### config.mk
export PLATFORM = sky130hd
export DESIGN_NAME = csr_access_ctrl_flat
export DESIGN_NICKNAME = d
export VERILOG_FILES = /design/src/rtl/csr_access_ctrl_if.sv /design/src/rtl/csr_access_ctrl.sv /design/src/flat_wrapper.sv
export SDC_FILE = /design/constraint.sdc
export NUM_CORES = 1
export LEC_CHECK = 0
export ABC_AREA = 0
export BUFFER_PORTS_ARGS = -buffer_cell sky130_fd_sc_hd__buf_2
export CORE_MARGIN = 5
export CORE_UTILIZATION = 34
export CTS_CLUSTER_SIZE = 10
export DETAILED_ROUTE_END_ITERATION = 8
export PLACE_DENSITY = 0.57
export SYNTH_ARGS = -nofsm -noshare
export SYNTH_HDL_FRONTEND = slang
export SYNTH_SLANG_ARGS = --single-unit
### constraint.sdc
create_clock -name clk -period 5.6 [get_ports clk]
set_clock_uncertainty 0.1 [all_clocks]
set_input_delay 0.84 -clock clk [delete_from_list [all_inputs] [get_ports clk]]
set_output_delay 0.84 -clock clk [all_outputs]
set_load 0.05 [all_outputs]
### src/rtl/csr_access_ctrl_if.sv
// Bundle of request, response, redirect and regfile signals for csr_access_ctrl.
// Handshake: a request (ins/trap/mret) transfers on a posedge where valid && ready; valid must hold until then.
interface csr_access_ctrl_if;
  logic        ins_valid;
  logic        ins_ready;
  logic [2:0]  ins_op;
  logic [11:0] ins_addr;
  logic [31:0] ins_src;
  logic        ins_src_zero;
  logic        rsp_valid;
  logic [31:0] rsp_rdata;
  logic        rsp_illegal;
  logic        trap_valid;
  logic        trap_ready;
  logic [31:0] trap_pc;
  logic [31:0] trap_cause;
  logic [31:0] trap_tval;
  logic        mret_valid;
  logic        mret_ready;
  logic        redir_valid;
  logic [31:0] redir_pc;
  logic        csr_write_en;
  logic [11:0] csr_write_addr;
  logic [11:0] csr_read_addr;
  logic [31:0] csr_data_write;
  logic [31:0] csr_data_read;
  logic [2:0]  dbg_state;

  modport slave (
    input  ins_valid, ins_op, ins_addr, ins_src, ins_src_zero,
    input  trap_valid, trap_pc, trap_cause, trap_tval, mret_valid,
    input  csr_data_read,
    output ins_ready, rsp_valid, rsp_rdata, rsp_illegal,
    output trap_ready, mret_ready, redir_valid, redir_pc,
    output csr_write_en, csr_write_addr, csr_read_addr, csr_data_write,
    output dbg_state
  );

  modport master (
    output ins_valid, ins_op, ins_addr, ins_src, ins_src_zero,
    output trap_valid, trap_pc, trap_cause, trap_tval, mret_valid,
    output csr_data_read,
    input  ins_ready, rsp_valid, rsp_rdata, rsp_illegal,
    input  trap_ready, mret_ready, redir_valid, redir_pc,
    input  csr_write_en, csr_write_addr, csr_read_addr, csr_data_write,
    input  dbg_state
  );
endinterface

### src/rtl/csr_access_ctrl.sv
// Serialises CSR instructions, trap entry and mret onto a single-port CSR regfile.
// Define CSR_MTVAL_EN to add the mtval save step to the trap sequence.
module csr_access_ctrl #(
  parameter logic [11:0] ADDR_MEPC   = 12'h341,
  parameter logic [11:0] ADDR_MCAUSE = 12'h342,
  parameter logic [11:0] ADDR_MTVEC  = 12'h305,
  parameter logic [11:0] ADDR_MTVAL  = 12'h343
) (
  input logic clk,
  input logic rst,
  csr_access_ctrl_if.slave bus
);

`ifdef CSR_MTVAL_EN
  typedef enum logic [2:0] {
    IDLE = 3'd0, I_RD = 3'd1, I_WR = 3'd2, T_EPC = 3'd3,
    T_CAUSE = 3'd4, T_TVAL = 3'd5, T_VEC = 3'd6, M_RD = 3'd7
  } state_t;
`else
  typedef enum logic [2:0] {
    IDLE = 3'd0, I_RD = 3'd1, I_WR = 3'd2, T_EPC = 3'd3,
    T_CAUSE = 3'd4, T_VEC = 3'd6, M_RD = 3'd7
  } state_t;
`endif

  state_t      state_q, state_d;
  logic [2:0]  op_q;
  logic [11:0] addr_q;
  logic [31:0] src_q;
  logic        zero_q;
  logic [31:0] old_q;
  logic [31:0] pc_q;
  logic [31:0] cause_q;
`ifdef CSR_MTVAL_EN
  logic [31:0] tval_q;
`else
  logic        unused_tval;
  assign unused_tval = ^bus.trap_tval;
`endif

  logic        idle_live;
  logic        trap_acc, mret_acc, ins_acc;
  logic        illegal;
  logic [31:0] new_val;
  logic [31:0] vec_base;
  logic [31:0] vec_target;

  // Readies are also held low while rst is asserted so nothing is accepted into a resetting FSM.
  assign idle_live = (state_q == IDLE) && rst;
  assign trap_acc  = idle_live && bus.trap_valid;
  assign mret_acc  = idle_live && !bus.trap_valid && bus.mret_valid;
  assign ins_acc   = idle_live && !bus.trap_valid && !bus.mret_valid && bus.ins_valid;

  assign illegal = (op_q[1:0] == 2'b00);

  always_comb begin
    new_val = '0;
    case (op_q[1:0])
      2'b01:   new_val = src_q;
      2'b10:   new_val = old_q | src_q;
      2'b11:   new_val = old_q & ~src_q;
      default: new_val = '0;
    endcase
  end

  // Vectored mode only applies to interrupts (cause[31] set).
  assign vec_base   = {bus.csr_data_read[31:2], 2'b00};
  assign vec_target = ((bus.csr_data_read[1:0] == 2'b01) && cause_q[31])
                      ? vec_base + {cause_q[29:0], 2'b00} : vec_base;

  always_ff @(posedge clk) begin
    if (!rst) begin
      state_q <= IDLE;
      op_q    <= '0;
      addr_q  <= '0;
      src_q   <= '0;
      zero_q  <= 1'b0;
      old_q   <= '0;
      pc_q    <= '0;
      cause_q <= '0;
`ifdef CSR_MTVAL_EN
      tval_q  <= '0;
`endif
    end else begin
      state_q <= state_d;
      if (ins_acc) begin
        op_q   <= bus.ins_op;
        addr_q <= bus.ins_addr;
        src_q  <= bus.ins_src;
        zero_q <= bus.ins_src_zero;
      end
      if (trap_acc) begin
        pc_q    <= bus.trap_pc;
        cause_q <= bus.trap_cause;
`ifdef CSR_MTVAL_EN
        tval_q  <= bus.trap_tval;
`endif
      end
      if (state_q == I_RD) old_q <= bus.csr_data_read;
    end
  end

  always_comb begin
    state_d            = state_q;
    bus.ins_ready      = 1'b0;
    bus.trap_ready     = 1'b0;
    bus.mret_ready     = 1'b0;
    bus.rsp_valid      = 1'b0;
    bus.rsp_rdata      = '0;
    bus.rsp_illegal    = 1'b0;
    bus.redir_valid    = 1'b0;
    bus.redir_pc       = '0;
    bus.csr_write_en   = 1'b0;
    bus.csr_write_addr = '0;
    bus.csr_read_addr  = '0;
    bus.csr_data_write = '0;
    if (rst) begin
      case (state_q)
        IDLE: begin
          bus.trap_ready = 1'b1;
          bus.mret_ready = !bus.trap_valid;
          bus.ins_ready  = !bus.trap_valid && !bus.mret_valid;
          if (bus.trap_valid)      state_d = T_EPC;
          else if (bus.mret_valid) state_d = M_RD;
          else if (bus.ins_valid)  state_d = I_RD;
        end
        I_RD: begin
          bus.csr_read_addr = addr_q;
          state_d           = I_WR;
        end
        I_WR: begin
          bus.rsp_valid   = 1'b1;
          bus.rsp_illegal = illegal;
          bus.rsp_rdata   = illegal ? '0 : old_q;
          // Set/clear with a zero operand must not write (read-only CSRs stay silent).
          if (!illegal && !(op_q[1] && zero_q)) begin
            bus.csr_write_en   = 1'b1;
            bus.csr_write_addr = addr_q;
            bus.csr_data_write = new_val;
          end
          state_d = IDLE;
        end
        T_EPC: begin
          bus.csr_write_en   = 1'b1;
          bus.csr_write_addr = ADDR_MEPC;
          bus.csr_data_write = {pc_q[31:2], 2'b00};
          state_d            = T_CAUSE;
        end
        T_CAUSE: begin
          bus.csr_write_en   = 1'b1;
          bus.csr_write_addr = ADDR_MCAUSE;
          bus.csr_data_write = cause_q;
`ifdef CSR_MTVAL_EN
          state_d            = T_TVAL;
`else
          state_d            = T_VEC;
`endif
        end
`ifdef CSR_MTVAL_EN
        T_TVAL: begin
          bus.csr_write_en   = 1'b1;
          bus.csr_write_addr = ADDR_MTVAL;
          bus.csr_data_write = tval_q;
          state_d            = T_VEC;
        end
`endif
        T_VEC: begin
          bus.csr_read_addr = ADDR_MTVEC;
          bus.redir_valid   = 1'b1;
          bus.redir_pc      = vec_target;
          state_d           = IDLE;
        end
        M_RD: begin
          bus.csr_read_addr = ADDR_MEPC;
          bus.redir_valid   = 1'b1;
          bus.redir_pc      = bus.csr_data_read;
          state_d           = IDLE;
        end
        default: state_d = IDLE;
      endcase
    end
  end

  assign bus.dbg_state = state_q;

endmodule

### src/flat_wrapper.sv
// flat-port wrapper written by rule: the top's interface ports become plain ports
module csr_access_ctrl_flat 
#(
  parameter logic [11:0] ADDR_MEPC   = 12'h341,
  parameter logic [11:0] ADDR_MCAUSE = 12'h342,
  parameter logic [11:0] ADDR_MTVEC  = 12'h305,
  parameter logic [11:0] ADDR_MTVAL  = 12'h343
)
  (clk, rst, bus_ins_valid, bus_ins_op, bus_ins_addr, bus_ins_src, bus_ins_src_zero, bus_trap_valid, bus_trap_pc, bus_trap_cause, bus_trap_tval, bus_mret_valid, bus_csr_data_read, bus_ins_ready, bus_rsp_valid, bus_rsp_rdata, bus_rsp_illegal, bus_trap_ready, bus_mret_ready, bus_redir_valid, bus_redir_pc, bus_csr_write_en, bus_csr_write_addr, bus_csr_read_addr, bus_csr_data_write, bus_dbg_state);
  csr_access_ctrl_if bus_i ();
  input logic clk;
  input logic rst;
  input wire logic [$bits(bus_i.ins_valid)-1:0] bus_ins_valid;
  input wire logic [$bits(bus_i.ins_op)-1:0] bus_ins_op;
  input wire logic [$bits(bus_i.ins_addr)-1:0] bus_ins_addr;
  input wire logic [$bits(bus_i.ins_src)-1:0] bus_ins_src;
  input wire logic [$bits(bus_i.ins_src_zero)-1:0] bus_ins_src_zero;
  input wire logic [$bits(bus_i.trap_valid)-1:0] bus_trap_valid;
  input wire logic [$bits(bus_i.trap_pc)-1:0] bus_trap_pc;
  input wire logic [$bits(bus_i.trap_cause)-1:0] bus_trap_cause;
  input wire logic [$bits(bus_i.trap_tval)-1:0] bus_trap_tval;
  input wire logic [$bits(bus_i.mret_valid)-1:0] bus_mret_valid;
  input wire logic [$bits(bus_i.csr_data_read)-1:0] bus_csr_data_read;
  output wire logic [$bits(bus_i.ins_ready)-1:0] bus_ins_ready;
  output wire logic [$bits(bus_i.rsp_valid)-1:0] bus_rsp_valid;
  output wire logic [$bits(bus_i.rsp_rdata)-1:0] bus_rsp_rdata;
  output wire logic [$bits(bus_i.rsp_illegal)-1:0] bus_rsp_illegal;
  output wire logic [$bits(bus_i.trap_ready)-1:0] bus_trap_ready;
  output wire logic [$bits(bus_i.mret_ready)-1:0] bus_mret_ready;
  output wire logic [$bits(bus_i.redir_valid)-1:0] bus_redir_valid;
  output wire logic [$bits(bus_i.redir_pc)-1:0] bus_redir_pc;
  output wire logic [$bits(bus_i.csr_write_en)-1:0] bus_csr_write_en;
  output wire logic [$bits(bus_i.csr_write_addr)-1:0] bus_csr_write_addr;
  output wire logic [$bits(bus_i.csr_read_addr)-1:0] bus_csr_read_addr;
  output wire logic [$bits(bus_i.csr_data_write)-1:0] bus_csr_data_write;
  output wire logic [$bits(bus_i.dbg_state)-1:0] bus_dbg_state;
  assign bus_i.ins_valid = bus_ins_valid;
  assign bus_i.ins_op = bus_ins_op;
  assign bus_i.ins_addr = bus_ins_addr;
  assign bus_i.ins_src = bus_ins_src;
  assign bus_i.ins_src_zero = bus_ins_src_zero;
  assign bus_i.trap_valid = bus_trap_valid;
  assign bus_i.trap_pc = bus_trap_pc;
  assign bus_i.trap_cause = bus_trap_cause;
  assign bus_i.trap_tval = bus_trap_tval;
  assign bus_i.mret_valid = bus_mret_valid;
  assign bus_i.csr_data_read = bus_csr_data_read;
  assign bus_ins_ready = bus_i.ins_ready;
  assign bus_rsp_valid = bus_i.rsp_valid;
  assign bus_rsp_rdata = bus_i.rsp_rdata;
  assign bus_rsp_illegal = bus_i.rsp_illegal;
  assign bus_trap_ready = bus_i.trap_ready;
  assign bus_mret_ready = bus_i.mret_ready;
  assign bus_redir_valid = bus_i.redir_valid;
  assign bus_redir_pc = bus_i.redir_pc;
  assign bus_csr_write_en = bus_i.csr_write_en;
  assign bus_csr_write_addr = bus_i.csr_write_addr;
  assign bus_csr_read_addr = bus_i.csr_read_addr;
  assign bus_csr_data_write = bus_i.csr_data_write;
  assign bus_dbg_state = bus_i.dbg_state;
  csr_access_ctrl #(.ADDR_MEPC(ADDR_MEPC), .ADDR_MCAUSE(ADDR_MCAUSE), .ADDR_MTVEC(ADDR_MTVEC), .ADDR_MTVAL(ADDR_MTVAL)) u_core (.clk(clk), .rst(rst), .bus(bus_i));
endmodule
=== After elaboration in Yosys (flattened, before gate mapping) ===
Index checks and enable logic that the tools add are counted.

* $add $sub $neg: 1
* Multipliers: 0
* Divide/modulo/power cells: 0
* Magnitude comparators: 0
* Equality and inequality tests: 11
* Shift-type cells: 0
* Mux-type cells: 34
* Bitwise logic cells: 3
* Reduce and logical (&&, ||, !) cells: 17

{| class="wikitable"
|+ Operator list
! operator !! count
|-
| 32-bit 2-to-1 mux || 7
|-
| 32-bit case mux with 3 select lines || 2
|-
| 12-bit case mux with 3 select lines || 2
|-
| 32-bit case mux with 2 select lines || 1
|-
| 12-bit 2-to-1 mux || 3
|-
| 32-bit adder || 1
|-
| 32-bit bitwise AND || 1
|-
| 32-bit NOT || 1
|-
| 32-bit bitwise OR || 1
|-
| 1-bit 2-to-1 mux || 14
|-
| 3-bit case mux with 4 select lines || 1
|-
| 3-bit == test (second input constant) || 3
|-
| 1-bit logical AND || 9
|-
| 3-bit 2-to-1 mux || 3
|-
| 3-bit by 2-bit == test with 1-bit output (second input constant) || 2
|-
| 2-bit by 1-bit == test with 1-bit output (second input constant) || 2
|-
| 2-bit == test (second input constant) || 2
|-
| 1-bit logical NOT || 4
|-
| 4-bit != test (second input constant) || 1
|-
| 2-bit OR reduction || 2
|-
| 3-bit by 1-bit == test with 1-bit output (second input constant) || 1
|-
| 3-bit logical NOT || 1
|-
| 2-bit logical NOT || 1
|-
| 1-bit case mux with 2 select lines || 1
|}

* Register bits after elaboration: 146
* Bits in latches: 0
* RAM bits: 0
* Bits in read-only memories: 0
* Bits of input ports: 181
* Output and inout port bits: 130
* Logic and storage cells: 74
* Memories: 0

=== Depth between registers and ports, before layout ===
Gate-level depths: netlist (run 1).

* Word-level depth: 6
* Depth in mapped cells: 12
* Gate-level depth less buffers: 12

=== Worst setup path before layout (run 1) ===
OpenSTA, ideal clock, no wires.

* Kind: in2out
* Start point: input bus_csr_data_read[2]
* End point: output bus_redir_pc[26]
* Arrival time: 3.897 ns
* Path slack: 0.763 ns
* Cell stages on the path: 11
* Path through: ha_1 > inv_1 > fa_1 > nor2b_2 > o31ai_2 > a2111oi_4 > o21ai_1 > a21o_1 > a21oi_2 > xnor2_1 > a211oi_1

* Cells in the longest elaborated chain, start to end: 4

{| class="wikitable"
|+ Ends and longest elaborated chain
! element !! RTL line !! text
|-
| from (decl) || flat_wrapper.sv:23 || <nowiki>input wire logic [$bits(bus_i.csr_data_read)-1:0] bus_csr_data_read;</nowiki>
|-
| 32-bit adder || csr_access_ctrl.sv:69 || <nowiki>? vec_base + {cause_q[29:0], 2'b00} : vec_base;</nowiki>
|-
| 32-bit 2-to-1 mux || csr_access_ctrl.sv:69 ||
|-
| 32-bit case mux with 2 select lines || csr_access_ctrl.sv:118 || <nowiki>case (state_q)</nowiki>
|-
| 32-bit 2-to-1 mux || csr_access_ctrl.sv:117 || <nowiki>if (rst) begin</nowiki>
|-
| to (decl) || flat_wrapper.sv:31 || <nowiki>output wire logic [$bits(bus_i.redir_pc)-1:0] bus_redir_pc;</nowiki>
|}

Every way passes these cells.

=== Worst setup path in the final report (run 1) ===
* Start point: input bus_csr_data_read[2]
* End point: output bus_redir_pc[30]

The elaborated chain is that of the path after synthesis.

==> flow_summary.yaml, run 1 <==
power:
  power_switching_w: 0.000863
  p_sw_share_pct: 30.8
  pwr-share-seq_pct: 41.0
  peakVddDrop_v: 0.000206
  p_leak_nw: 4.62
  p_comb_share_pct: 18.5
  p_clk_share_pct: 40.4
  power_density_nw_per_um2: 257
  p_int_w: 0.00194
routing:
  first_pass_iters: 8
  num_vias: 9348
  wl_per_cell_um: 19.1
  vias_per_cell: 5.26
  drtAntennaViolNets: 0
  drc: 0
  drt_iter0_markers: 781
  drt_wl_total_um: 33900
clock_tree:
  cts.sink_count: 144
  clk_latency_ns: 0.43
  cts_htree_levels: 4
  cts_buffers: 17
  cts.clk_slew.worst_paths_ns: 0.06
  cts.repair.resized: 0
  clock_path_buffers: 2
  cts_tree: "yes"
  cts_hold_buf: 0
  root_buffer: "clkbuf_16"
  post_cts_buffers: 0
logic_synthesis:
  seq_area_frac_synth_pct: 33.2
  synth_fp_nets: 1424
  postSynthAreaPerCell_sq_um: 7.16
  synthesis.instances: 1213
  yosysWarnings: 0
  ys_ff_latch: 144
  synthFlopType: "dfxtp_1"
  synth-edff-count: 0
  yosys.area.top_type: "dfxtp_1"
  synth_top_area_share_pct: 33.2
  syn_area_sq_um: 8690
  async_flop_share_pct: 0
  synth_area_leaders: "dfxtp_1, nand2_1, a21boi_0, o21ai_0, ha_1"
  synth.distinct_cells: 58
place:
  placed_cells: 1742
  gp_congestion: 0.898
  port_buffers: 275
  dp_hpwl_um: 24900
sta:
  setup_viol: 0
  tightestPinTransition_ns: 1.25
  max_slew_margin_pct: 16.7
  clock.fmax_mhz: 209
  drv_slew: 0
  rsz0062_at_grt: "false"
  period_share_pct: 85.4
  tns_ns: 0
  hold_violations: 0
  fin_crit_ns: 4.78
global_route:
  grt_max_degree: 125
  grt_usage_pct: 22.9
  grt.overflow.total: 0
  grt_pass1_vias: 8934
  grt_pass1_wl_um: 51800
  antenna_found_initial: 7
final_layout:
  fin_cells: 1776
  syn2layout_area_growth_pct: 25.4
  nets: 1642
  drive_gt1_share_pct: 23.7
floorplanning:
  start_util_pct: 34.5
  die-area_sq_um: 28800
  dieHeight_um: 170
  rows: 58
  die-width_um: 170
  core-area_sq_um: 25200
  io_pins: 311
setup_path:
  cp_top_family: "compound AO/OA/AOI/OAI gates"
  cp_num_buf_inv: 3
  crit_path_max_incr_delay_ns: 0.49
  arrival_ns: 3.84
  cp-end-kind: "output port"
  cp_slowest_cell: "a2111oi_4"
  path_class: "in -> out"
  cp.required_ns: 4.66
  start_kind: "input pin"
  cp-startpoint: "bus_csr_data_read[2]"
  path_max_fanout: 4
  reg2reg_from: "u_core.bus.dbg_state[1]"
  cp_cell_sequence: "buf_2, ha_1, inv_1, fa_1, nor2b_2, o31ai_2, a2111oi_4, o21ai_1, a21o_1, a21oi_2, nand3_1, a211o_1, nand3_1, buf_2"
hold_path:
  holdCritPathClass: "reg -> reg"
  hp-start: "u_core.pc_q[20]"
job:
  maxCapViolCount: 0
status:
  status: "complete, no violations"
-- sequential cells by signal, indices dropped and copies added (netlist names) --
register and cells:
u_core.old_q 32, u_core.bus.dbg_state 3, u_core.pc_q 30, u_core.addr_q 12, u_core.src_q 32, u_core.cause_q 32, u_core.zero_q 1, u_core.op_q 2
-- path summary, 6_finish.rpt --
| path | end | slack (ns) | cells past startpoint |
|---|---|---|---|
| hold / removal | u_core.pc_q[20] | 0.36 | 2 |
| hold reg to reg | u_core.pc_q[20] | 0.36 | 2 |
| setup / recovery | bus_redir_pc[30] | 0.82 | 14 |
| setup reg to reg | u_core.src_q[8] | 2.66 | 6 |
-- layout make-up --
class	instances	area, sq um
Antenna cell	2	5.00
Clock buffer	18	439
Clock inverter	14	140
Fill cell	2696	14300
Inverter	35	131
Multi-Input combinational cell	942	5380
Sequential cell	144	2880
Tap cell	330	413
Timing Repair Buffer	291	1500
-- cell usage after synthesis, types with 19 or more instances --
library cell / count
nor2_1: 67
a222oi_1: 30
clkbuf_1: 86
dfxtp_1: 144
ha_1: 29
and3_1: 20
a22o_1: 19
inv_1: 35
mux2i_1: 20
o21ai_0: 98
nor3_1: 31
a21boi_0: 77
nand2_1: 354
a21oi_1: 52
-- through the flow --
step | total power [W] | util [%] | instance area, sq um | worst slack, ns | hold WS (ns)
floorplan | 0.00149 | - | 8690 | 0.763 | 0.335
global placement | 0.00168 | 40.9 | 10300 | 0.881 | 0.345
detailed placement | 0.00169 | 40.9 | 10300 | 0.861 | 0.352
CTS | 0.00282 | 43.2 | 10900 | 0.847 | 0.360
global route | 0.00294 | 43.3 | 10900 | 0.670 | 0.381
finish | 0.00280 | 43.3 | 10900 | 0.816 | 0.357
-- placed cells by master (no fill, tap or decap), drive strengths merged, types with 29 or more instances in the layout --
cell    synthesis  layout
a21boi         79      79
nand2         354     354
o21ai         101     101
a21oi          54      54
nor3           31      31
dfxtp         144     144
inv            35      37
buf             6     291
ha             29      29
nor2           67      67
a222oi         30      30
-- worst min-delay path: cells and delay by family, from the launching register on --
family | cells | cell delay (ns)
simple gates | 1 | 0.05
compound gates | 1 | 0.06
flops | 1 | 0.30
-- logic make-up (layout without fill, tap and decap cells) --
kind of cell             after synthesis  count (layout)  share of synthesized area [%]
flip-flops                           144             144                           33.2
adder cells (fa/ha/maj)               30              30                           4.41
buffers and inverters                127             358                           5.56
AND/OR/NAND/NOR                      536             536                           26.3
AO/OA/AOI/OAI                        341             341                           26.7
multiplexers                          20              20                           2.30
other                                  0               2                              0
XOR/XNOR                              15              15                           1.51
-- metal layers --
layer | GRT usage [%] | wire length (um) | vias to the layer above
met5 | 0 | 56 | -
met4 | 6.93 | 745 | 10
met3 | 5.44 | 2860 | 50
met2 | 35.8 | 15000 | 342
met1 | 31.5 | 15200 | 4294
li1 | - | - | 4652
-- power groups by stage --
stage	Sequential (W)	Combinational [W]	Clock (W)
finish	0.00115	0.000520	0.00113
global route	0.00116	0.000577	0.00120
CTS	0.00115	0.000521	0.00115
detailed placement	0.00117	0.000519	0
global placement	0.00117	0.000513	0
floorplan	0.00115	0.000345	0
No activity file was read; power rests on OpenSTA's default activity.
==> run 2, diff against run 1 <==
Settings changed: GPL_TIMING_DRIVEN from default to 0.
==> flow_summary.yaml, run 2 (synthesis results as in run 1) <==
setup_path:
  arrival_ns: 3.93
  cp_cell_sequence: "buf_2, ha_1, inv_1, fa_1, nor2b_2, o31ai_2, a2111oi_4, o21ai_1, a21o_1, nand2b_1, a21oi_1, or3_1, a31oi_1, buf_2"
  cp_common_cell: "buf_2"
  reg2reg_to: "u_core.pc_q[10]"
  rrSetupSlack_ns: 2.50
  r2r.worst_path.cells: 7
  path_class: "in -> out"
  start_kind: "input pin"
  crit_path_max_incr_delay_ns: 0.50
  cp_top_family: "compound AO/OA/AOI/OAI gates"
  cp.required_ns: 4.66
  cp_num_buf_inv: 3
  cp-end-kind: "output port"
  path_max_fanout: 4
  reg2reg_from: "u_core.bus.dbg_state[1]"
  cp_slowest_cell: "a2111oi_4"
floorplanning:
  rows: 58
  core-area_sq_um: 25200
  die-area_sq_um: 28800
  start_util_pct: 34.5
  io_pins: 311
  die-width_um: 170
  dieHeight_um: 170
sta:
  period_share_pct: 86.9
  clock.fmax_mhz: 206
  setup_viol: 0
  hold_violations: 0
  rsz0062_at_grt: "false"
  drv_slew: 0
  tns_ns: 0
  fin_crit_ns: 4.87
  max_slew_margin_pct: 22.1
  tightestPinTransition_ns: 1.17
power:
  p_comb_share_pct: 19.6
  peakVddDrop_v: 0.000215
  power_density_nw_per_um2: 252
  power_switching_w: 0.000867
  p_sw_share_pct: 31.2
  p_clk_share_pct: 39.2
  p_total_w: 0.00278
  p_leak_nw: 4.63
  p_int_w: 0.00191
  pwr-share-seq_pct: 41.2
hold_path:
  hold_path_end: "u_core.pc_q[15]"
  hp-start: "u_core.pc_q[15]"
  holdCritPathClass: "reg -> reg"
  holdPathStages: 2
clock_tree:
  cts_hold_buf: 0
  cts_htree_levels: 4
  clk_latency_ns: 0.43
  post_cts_buffers: 0
  cts.sink_count: 144
  cts.clk_slew.worst_paths_ns: 0.06
  root_buffer: "clkbuf_16"
  cts_buffers: 17
  clock_path_buffers: 2
  cts.repair.resized: 0
  cts_tree: "yes"
global_route:
  grt_pass1_vias: 9455
  grt_usage_pct: 24.6
  grt_pass1_wl_um: 54900
  antenna_found_initial: 5
  grt_max_degree: 17
  grt.overflow.total: 0
routing:
  first_pass_iters: 6
  drt_wl_total_um: 36700
  num_vias: 9828
  drc: 0
  drt_iter0_markers: 1016
  drtAntennaViolNets: 0
  vias_per_cell: 5.31
  wl_per_cell_um: 19.8
final_layout:
  nFillCells: 2692
  nets: 1718
  syn2layout_area_growth_pct: 27.0
  drive_gt1_share_pct: 20.9
  final_cell_mix: "nand2_1, buf_2, dfxtp_1"
  mostFrequentLayoutCell: "nand2_1"
  n_antenna_cell: 0
  reg_top3: "u_core.cause_q: 32 flops, u_core.old_q: 32 flops, u_core.src_q: 32 flops"
  fin_area_sq_um: 11000
place:
  place_area_sq_um: 10500
  gp_congestion: 0.908
  dp_hpwl_um: 29500
  port_buffers: 275
job:
  maxCapViolCount: 0
status:
  status: "complete, no violations"
-- run 2: worst register-to-register path, stage by stage, from the launching register on --
cell and delay [ns]:
dfxtp_1 0.35, nand2b_1 0.16, or3_1 0.42, nor2_1 0.67
clkbuf_1 0.64, clkbuf_1 0.49, nand2_1 0.09, o21ai_0 0.09
-- run 2: layer usage --
| metal | track usage, % | up-vias | wire [um] |
|---|---|---|---|
| met5 | 0 | - | 61 |
| met1 | 32.3 | 4548 | 15700 |
| li1 | - | 4791 | - |
| met3 | 5.23 | 62 | 3190 |
| met4 | 7.84 | 10 | 962 |
| met2 | 40.3 | 417 | 16800 |
-- run 2: worst max-delay path by stage --
stage	startpoint	to	slack, ns	cells past startpoint
finish	bus_csr_data_read[2]	bus_redir_pc[22]	0.73	14
global route	bus_csr_data_read[2]	bus_redir_pc[22]	0.58	14
CTS	bus_csr_data_read[2]	bus_redir_pc[22]	0.77	14
detailed placement	bus_csr_data_read[2]	bus_redir_pc[22]	0.78	14
global placement	bus_csr_data_read[2]	bus_redir_pc[22]	0.83	14
floorplan	bus_csr_data_read[2]	bus_redir_pc[26]	0.76	11
-- run 2: area by class of cell --
cell class	instances	area [sq um]	area share [%]
well taps	330	413	3.74
inverters	35	131	1.19
repair buffers	275	1380	12.5
clock inverters	9	85.1	0.771
multi-input cells	942	5320	48.2
plain buffers	92	352	3.19
clock buffers	23	468	4.24
flip-flops and latches	144	2880	26.1
-- run 2: power groups by stage --
stage / Combinational, W / Sequential, W / Clock, W
after floorplan: 0.000345 / 0.00115 / 0
after global placement: 0.000534 / 0.00116 / 0
after detailed placement: 0.000539 / 0.00116 / 0
after CTS: 0.000542 / 0.00114 / 0.00109
after global routing: 0.000602 / 0.00115 / 0.00113
final: 0.000545 / 0.00114 / 0.00109
-- run 2: stage by stage --
step                      utilization [%]  instances  hold slack [ns]  setup slack, ns
after floorplan                         -       1213            0.335            0.763
after global placement               41.6       1818            0.344            0.825
after detailed placement             41.6       1818            0.351            0.783
after CTS                            43.8       1850            0.359            0.765
after global routing                 43.8       1850            0.379            0.581
final                                43.8       1850            0.359            0.734
